--- config.mk ---
export PLATFORM = sky130hd
export DESIGN_NAME = if_id_hazard_ctrl
export DESIGN_NICKNAME = d
export VERILOG_FILES = /design/src/rtl/if_id_hazard_ctrl.sv
export SDC_FILE = /design/constraint.sdc
export NUM_CORES = 1
export LEC_CHECK = 0
export CORE_MARGIN = 3
export CORE_UTILIZATION = 61
export DETAILED_ROUTE_END_ITERATION = 8
export DONT_BUFFER_PORTS = 1
export GPL_ROUTABILITY_DRIVEN = 1
export PLACE_DENSITY = 0.74
export SYNTH_ARGS = -nofsm -noshare
export SYNTH_HDL_FRONTEND = slang
export SYNTH_SLANG_ARGS = --single-unit
--- constraint.sdc ---
create_clock -name clk -period 2.33 [get_ports clk]
set_clock_uncertainty 0.15 [all_clocks]
set_input_delay 0.1165 -clock clk [delete_from_list [all_inputs] [get_ports clk]]
set_output_delay 0.1165 -clock clk [all_outputs]
set_load 0.03 [all_outputs]
--- src/rtl/if_id_hazard_ctrl.sv ---
// Front-end sequencer for the 5-stage pipeline: PC / IF/ID enables, IF/ID
// flush and ID/EX bubble from halt, taken branches, imem wait and load-use.
module if_id_hazard_ctrl #(
  parameter int unsigned FLUSH_CYCLES = 1,
  parameter int unsigned CNT_W        = 16
) (
  input  logic             clk,
  input  logic             rst_n,
  input  logic             idex_memread,
  input  logic [4:0]       idex_rt,
  input  logic [4:0]       ifid_rs,
  input  logic [4:0]       ifid_rt,
  input  logic             branch_taken,
  input  logic             imem_ready,
  input  logic             halt,
  output logic             pc_we,
  output logic             ifid_we,
  output logic             ifid_flush,
  output logic             idex_bubble,
  output logic [1:0]       state,
  output logic [CNT_W-1:0] stall_count
);

  typedef enum logic [1:0] {
    ST_RUN       = 2'd0,
    ST_FLUSH     = 2'd1,
    ST_IMEM_WAIT = 2'd2,
    ST_HALT      = 2'd3
  } state_t;

  localparam logic [2:0] FLUSH_RELOAD = 3'(FLUSH_CYCLES - 1);
  localparam bit         MULTI_FLUSH  = (FLUSH_CYCLES > 1);

  state_t     cur_state, nxt_state;
  logic [2:0] flush_cnt, nxt_flush_cnt;
  logic       load_use;

  assign load_use = idex_memread && (idex_rt != '0) &&
                    ((idex_rt == ifid_rs) || (idex_rt == ifid_rt));

  assign state = cur_state;

  // State, flush counter and stall counter registers
  always_ff @(posedge clk or negedge rst_n) begin
    if (!rst_n) begin
      cur_state   <= ST_RUN;
      flush_cnt   <= '0;
      stall_count <= '0;
    end else begin
      cur_state <= nxt_state;
      flush_cnt <= nxt_flush_cnt;
      if ((cur_state != ST_HALT) && !halt && !pc_we && (stall_count != '1))
        stall_count <= stall_count + 1'b1;
    end
  end

  // Next-state and flush counter selection, priority halt > branch > wait > hazard
  always_comb begin
    nxt_state     = cur_state;
    nxt_flush_cnt = flush_cnt;
    if ((cur_state == ST_HALT) || halt) begin
      nxt_state = ST_HALT;
    end else if (branch_taken) begin
      nxt_state     = MULTI_FLUSH ? ST_FLUSH : ST_RUN;
      nxt_flush_cnt = MULTI_FLUSH ? FLUSH_RELOAD : '0;
    end else if (cur_state == ST_FLUSH) begin
      // Counter only advances once a fetch actually completes
      if (imem_ready) begin
        nxt_flush_cnt = flush_cnt - 3'd1;
        if (flush_cnt == 3'd1)
          nxt_state = ST_RUN;
      end
    end else if (!imem_ready) begin
      nxt_state = ST_IMEM_WAIT;
    end else begin
      nxt_state = ST_RUN;
    end
  end

  // Pipeline control outputs from registered state and current inputs
  always_comb begin
    pc_we       = 1'b0;
    ifid_we     = 1'b0;
    ifid_flush  = 1'b0;
    idex_bubble = 1'b0;
    if (!rst_n || (cur_state == ST_HALT) || halt) begin
      pc_we = 1'b0;
    end else if (branch_taken) begin
      pc_we       = 1'b1;
      ifid_we     = 1'b1;
      ifid_flush  = 1'b1;
      idex_bubble = 1'b1;
    end else if (cur_state == ST_FLUSH) begin
      pc_we      = imem_ready;
      ifid_we    = 1'b1;
      ifid_flush = 1'b1;
    end else if (!imem_ready) begin
      ifid_we    = 1'b1;
      ifid_flush = 1'b1;
    end else if (load_use) begin
      idex_bubble = 1'b1;
    end else begin
      pc_we   = 1'b1;
      ifid_we = 1'b1;
    end
  end

endmodule

==> impl_metrics.prom <==
# TYPE chip_impl_metric gauge
chip_impl_metric{name="drt-pass1-iter-count",unit=""} 4
chip_impl_metric{name="postRouteAntennaNets",unit=""} 0
chip_impl_metric{name="grt_pass1_wl",unit="microns"} 4629
chip_impl_metric{name="asyncSetResetFlopFracSynth",unit="%"} 100.0
chip_impl_info{name="setup.worst_path.class",value="flip-flop to flip-flop"} 1
chip_impl_metric{name="min_path_cells",unit=""} 3
chip_impl_metric{name="totalWireLength",unit="microns"} 2699
chip_impl_metric{name="worstMarginPinSlew",unit="ns"} 0.9366
chip_impl_metric{name="yosys_warnings",unit=""} 0
chip_impl_metric{name="pre_cts_ws",unit="ns"} 0.1979
chip_impl_metric{name="grt_max_degree",unit=""} 22
chip_impl_metric{name="synth-seq-area-share",unit="%"} 42.04
chip_impl_metric{name="timing.max_cap.violations",unit=""} 0
chip_impl_metric{name="core_region_area",unit="sq um"} 1821
chip_impl_metric{name="p_total",unit="uW"} 788.0
chip_impl_metric{name="clk_latency",unit="ns"} 0.30
chip_impl_metric{name="timing_hold_violations_final",unit=""} 0
chip_impl_metric{name="cts_htree_levels",unit=""} 1
chip_impl_metric{name="postSynthNetCount",unit=""} 150
chip_impl_metric{name="globalRoute.totalOverflow",unit=""} 0
chip_impl_metric{name="initial_detailed_routing_violation_count",unit=""} 12
chip_impl_metric{name="globalRouteTotalUtil",unit="%"} 23.15
chip_impl_metric{name="worstRegToRegCells",unit=""} 7
chip_impl_metric{name="cp_max_fo",unit=""} 9
chip_impl_metric{name="p_per_area",unit="nW/um^2"} 528.8
chip_impl_metric{name="placedInstanceArea",unit="sq um"} 1413
chip_impl_metric{name="stdcell_count",unit=""} 177
chip_impl_metric{name="fin_nets",unit=""} 177
chip_impl_metric{name="chipWidth",unit="microns"} 51.27
chip_impl_metric{name="yosys.cell_types.count",unit=""} 33
chip_impl_metric{name="design_area",unit="sq um"} 1490
chip_impl_metric{name="clock.fmax",unit="GHz"} 0.4592
chip_impl_info{name="critPathLaunchType",value="flip-flop"} 1
chip_impl_metric{name="syn-instance-count",unit=""} 126
chip_impl_metric{name="placed_cells_incl_taps",unit=""} 168
chip_impl_metric{name="dr_total_vias",unit=""} 1012
chip_impl_metric{name="cts.repair_timing.setup_buffer_count",unit=""} 0
chip_impl_metric{name="die_area",unit="sq um"} 2628
chip_impl_metric{name="setup_viol_count_final",unit=""} 0
chip_impl_metric{name="worst_ir_drop_vdd",unit="uV"} 522.0
chip_impl_metric{name="max-clock-path-buffers",unit=""} 2
chip_impl_metric{name="mappedNetlistArea",unit="sq um"} 1250
chip_impl_metric{name="pins_over_slew_limit",unit=""} 0
chip_impl_metric{name="cts_num_sinks",unit=""} 21
chip_impl_metric{name="wire_per_inst",unit="microns"} 15.25
chip_impl_metric{name="max-slew-margin-rel",unit="%"} 37.35
chip_impl_metric{name="grt_pass1_vias",unit=""} 1116
chip_impl_info{name="cts_root_buf",value="sky130_fd_sc_hd__clkbuf_4"} 1
chip_impl_metric{name="io_buffers",unit=""} 0
chip_impl_metric{name="dp.final_hpwl",unit="microns"} 2045
chip_impl_info{name="hold_class",value="input port to flip-flop"} 1
chip_impl_metric{name="setup_ws",unit="ns"} 0.1525
chip_impl_metric{name="final.min_clock_period",unit="ns"} 2.178
chip_impl_metric{name="number_of_synthesized_register_bits",unit=""} 21
chip_impl_metric{name="synth_enable_flop_cells",unit=""} 0
chip_impl_metric{name="diode_count",unit=""} 0
chip_impl_metric{name="site_rows",unit=""} 15
chip_impl_metric{name="areaGrowthSynthToFinish",unit="%"} 19.22
chip_impl_metric{name="start_util",unit="%"} 68.66
chip_impl_metric{name="power_leakage",unit="uW"} 0.0007435
chip_impl_metric{name="post_drt_via_cell_ratio",unit=""} 5.718
chip_impl_metric{name="finalCritPeriodShare",unit="%"} 93.46
chip_impl_metric{name="gpl.final_weighted_congestion",unit=""} 0.7689
chip_impl_info{name="end_kind",value="flip-flop"} 1
chip_impl_info{name="outcome",value="finished clean"} 1
chip_impl_metric{name="fin_setup_tns",unit="ns"} 0
chip_impl_metric{name="proportion_of_layout_cells_with_a_drive_suffix_above_1",unit="%"} 18.42
chip_impl_metric{name="numCtsBuffers",unit=""} 3
chip_impl_metric{name="worst_setup_hold_path_clk_slew",unit="ns"} 0.12
chip_impl_metric{name="pin_count",unit=""} 43
chip_impl_metric{name="worstPathRequired",unit="ns"} 2.41
chip_impl_metric{name="drcViolationCount",unit=""} 0
chip_impl_info{name="synth_ff_type",value="sky130_fd_sc_hd__dfrtp_1"} 1
chip_impl_metric{name="number_of_antenna_violations_at_the_first_check_in_global_routing",unit=""} 0
chip_impl_metric{name="synth.avg_cell_area",unit="sq um"} 9.920
chip_impl_info{name="unrepaired_setup_endpoints_after_global_routing",value="no"} 1
chip_impl_metric{name="die_height",unit="microns"} 51.27
chip_impl_metric{name="critPathArrivalTime",unit="ns"} 2.26
chip_impl_info{name="tritoncts",value="built"} 1
[synth_stat cells, types with 2 or more instances]
library cell / count / area [sq um]
sky130_fd_sc_hd__nor2_1: 13 / 48.80
sky130_fd_sc_hd__xor2_1: 15 / 131.4
sky130_fd_sc_hd__inv_1: 2 / 7.510
sky130_fd_sc_hd__a21oi_1: 3 / 15.01
sky130_fd_sc_hd__a31oi_4: 2 / 42.54
sky130_fd_sc_hd__nor3_1: 3 / 15.01
sky130_fd_sc_hd__and3_1: 4 / 25.02
sky130_fd_sc_hd__ha_1: 3 / 37.54
sky130_fd_sc_hd__and4_1: 3 / 26.28
sky130_fd_sc_hd__nor3b_1: 4 / 30.03
sky130_fd_sc_hd__clkbuf_1: 2 / 7.510
sky130_fd_sc_hd__xnor2_1: 10 / 87.58
sky130_fd_sc_hd__nand4_1: 3 / 18.77
sky130_fd_sc_hd__nand3_1: 5 / 25.02
sky130_fd_sc_hd__o22ai_1: 2 / 12.51
sky130_fd_sc_hd__o31ai_1: 2 / 15.01
sky130_fd_sc_hd__nand2_1: 13 / 48.80
sky130_fd_sc_hd__dfrtp_1: 21 / 525.5
sky130_fd_sc_hd__o21ai_0: 2 / 10.01
[layout by cell type (no fill, tap or decap), types with 2 or more instances in the layout]
cell,Yosys,routed
sky130_fd_sc_hd__buf_4,0,20
sky130_fd_sc_hd__clkbuf_4,0,3
sky130_fd_sc_hd__o21ai_0,2,2
sky130_fd_sc_hd__dfrtp_1,21,21
sky130_fd_sc_hd__ha_1,3,3
sky130_fd_sc_hd__xor2_1,15,15
sky130_fd_sc_hd__inv_1,2,2
sky130_fd_sc_hd__a31oi_4,2,2
sky130_fd_sc_hd__dlygate4sd3_1,0,5
sky130_fd_sc_hd__nand2_1,13,13
sky130_fd_sc_hd__a21oi_1,3,3
sky130_fd_sc_hd__xnor2_1,10,10
sky130_fd_sc_hd__and4_1,3,3
sky130_fd_sc_hd__nor2_1,13,13
sky130_fd_sc_hd__o22ai_1,2,2
sky130_fd_sc_hd__nor3b_1,4,4
sky130_fd_sc_hd__o31ai_1,2,2
sky130_fd_sc_hd__nor3_1,3,3
sky130_fd_sc_hd__and3_1,4,4
sky130_fd_sc_hd__nand4_1,3,3
sky130_fd_sc_hd__nand3_1,5,5
[power breakdown]
part / switching (uW) / internal (uW) / total [uW]
clock: 107 / 63.9 / 171
combinational: 126 / 84.1 / 210
sequential: 14.6 / 392 / 407
[critical path: stages, from the launching register on]
cell                      delay (ns)
sky130_fd_sc_hd__dfrtp_1        0.40
sky130_fd_sc_hd__ha_1           0.21
sky130_fd_sc_hd__and3_1         0.19
sky130_fd_sc_hd__and3_1         0.24
sky130_fd_sc_hd__a31oi_4        0.28
sky130_fd_sc_hd__nand2_1        0.18
sky130_fd_sc_hd__nor3b_1        0.30
sky130_fd_sc_hd__xor2_1         0.17
[routing by layer]
| metal | share of wire (%) | track usage, % |
|---|---|---|
| met5 | 0 | 0 |
| met1 | 40 | 25.43 |
| met3 | 7.6 | 4.956 |
| met2 | 52 | 42.70 |
| met4 | 0.89 | 9.607 |
[final cells by class]
| class | instances | area (sq um) |
|---|---|---|
| Clock buffer | 3 | 22.52 |
| Clock inverter | 1 | 5.005 |
| Fill cell | 123 | 330.3 |
| Inverter | 2 | 7.507 |
| Multi-Input combinational cell | 100 | 698.2 |
| Sequential cell | 21 | 525.5 |
| Tap cell | 25 | 31.28 |
| Timing Repair Buffer | 25 | 200.2 |
[state kept, by name, indices dropped and copies added, names as in the netlist]
register,flops
flush_cnt,3
stall_count,16
state,2
[final timing paths]
kind	to	start	slack, ns
worst min register to register	flush_cnt[1]$_DFFE_PN0P_	flush_cnt[1]$_DFFE_PN0P_	0.38
min in group asynchronous	state[0]$_DFFE_PN0P_	rst_n	0.24
worst min-delay path	flush_cnt[2]$_DFFE_PN0P_	imem_ready	0.003
max in group asynchronous	stall_count[9]$_DFFE_PN0P_	rst_n	1.21
worst max register to register	stall_count[15]$_DFFE_PN0P_	stall_count[0]$_DFFE_PN0P_	0.15
worst max-delay path	stall_count[15]$_DFFE_PN0P_	stall_count[0]$_DFFE_PN0P_	0.15
[logic make-up (layout without fill, tap and decap cells)]
group	after synthesis	count (layout)	synth area share, %
simple gates	53	53	22.02
fa+ha+maj	3	3	3.003
buf+inv	5	31	2.102
xor+xnor	25	25	17.52
compound gates	17	17	11.31
flops	21	21	42.04
mux	2	2	2.002
[through the flow]
| step | hold WS (ns) | utilization, % |
|---|---|---|
| 3_3_place_gp | -0.3286 | 77.59 |
| 6_report | 0.002668 | 81.86 |
| 3_5_place_dp | -0.3286 | 77.59 |
| 2_1_floorplan | -0.3291 | - |
| 4_1_cts | 0.001086 | 81.86 |
| 5_1_grt | 0.02190 | 81.86 |
[repair_timing]
item                       CTS  global route
hold buffers                 5             0
setup endpoints to repair    0             0
resized for setup            0             0
hold endpoints to repair    26             0
Note: power is estimated with default switching activity, not from simulation.
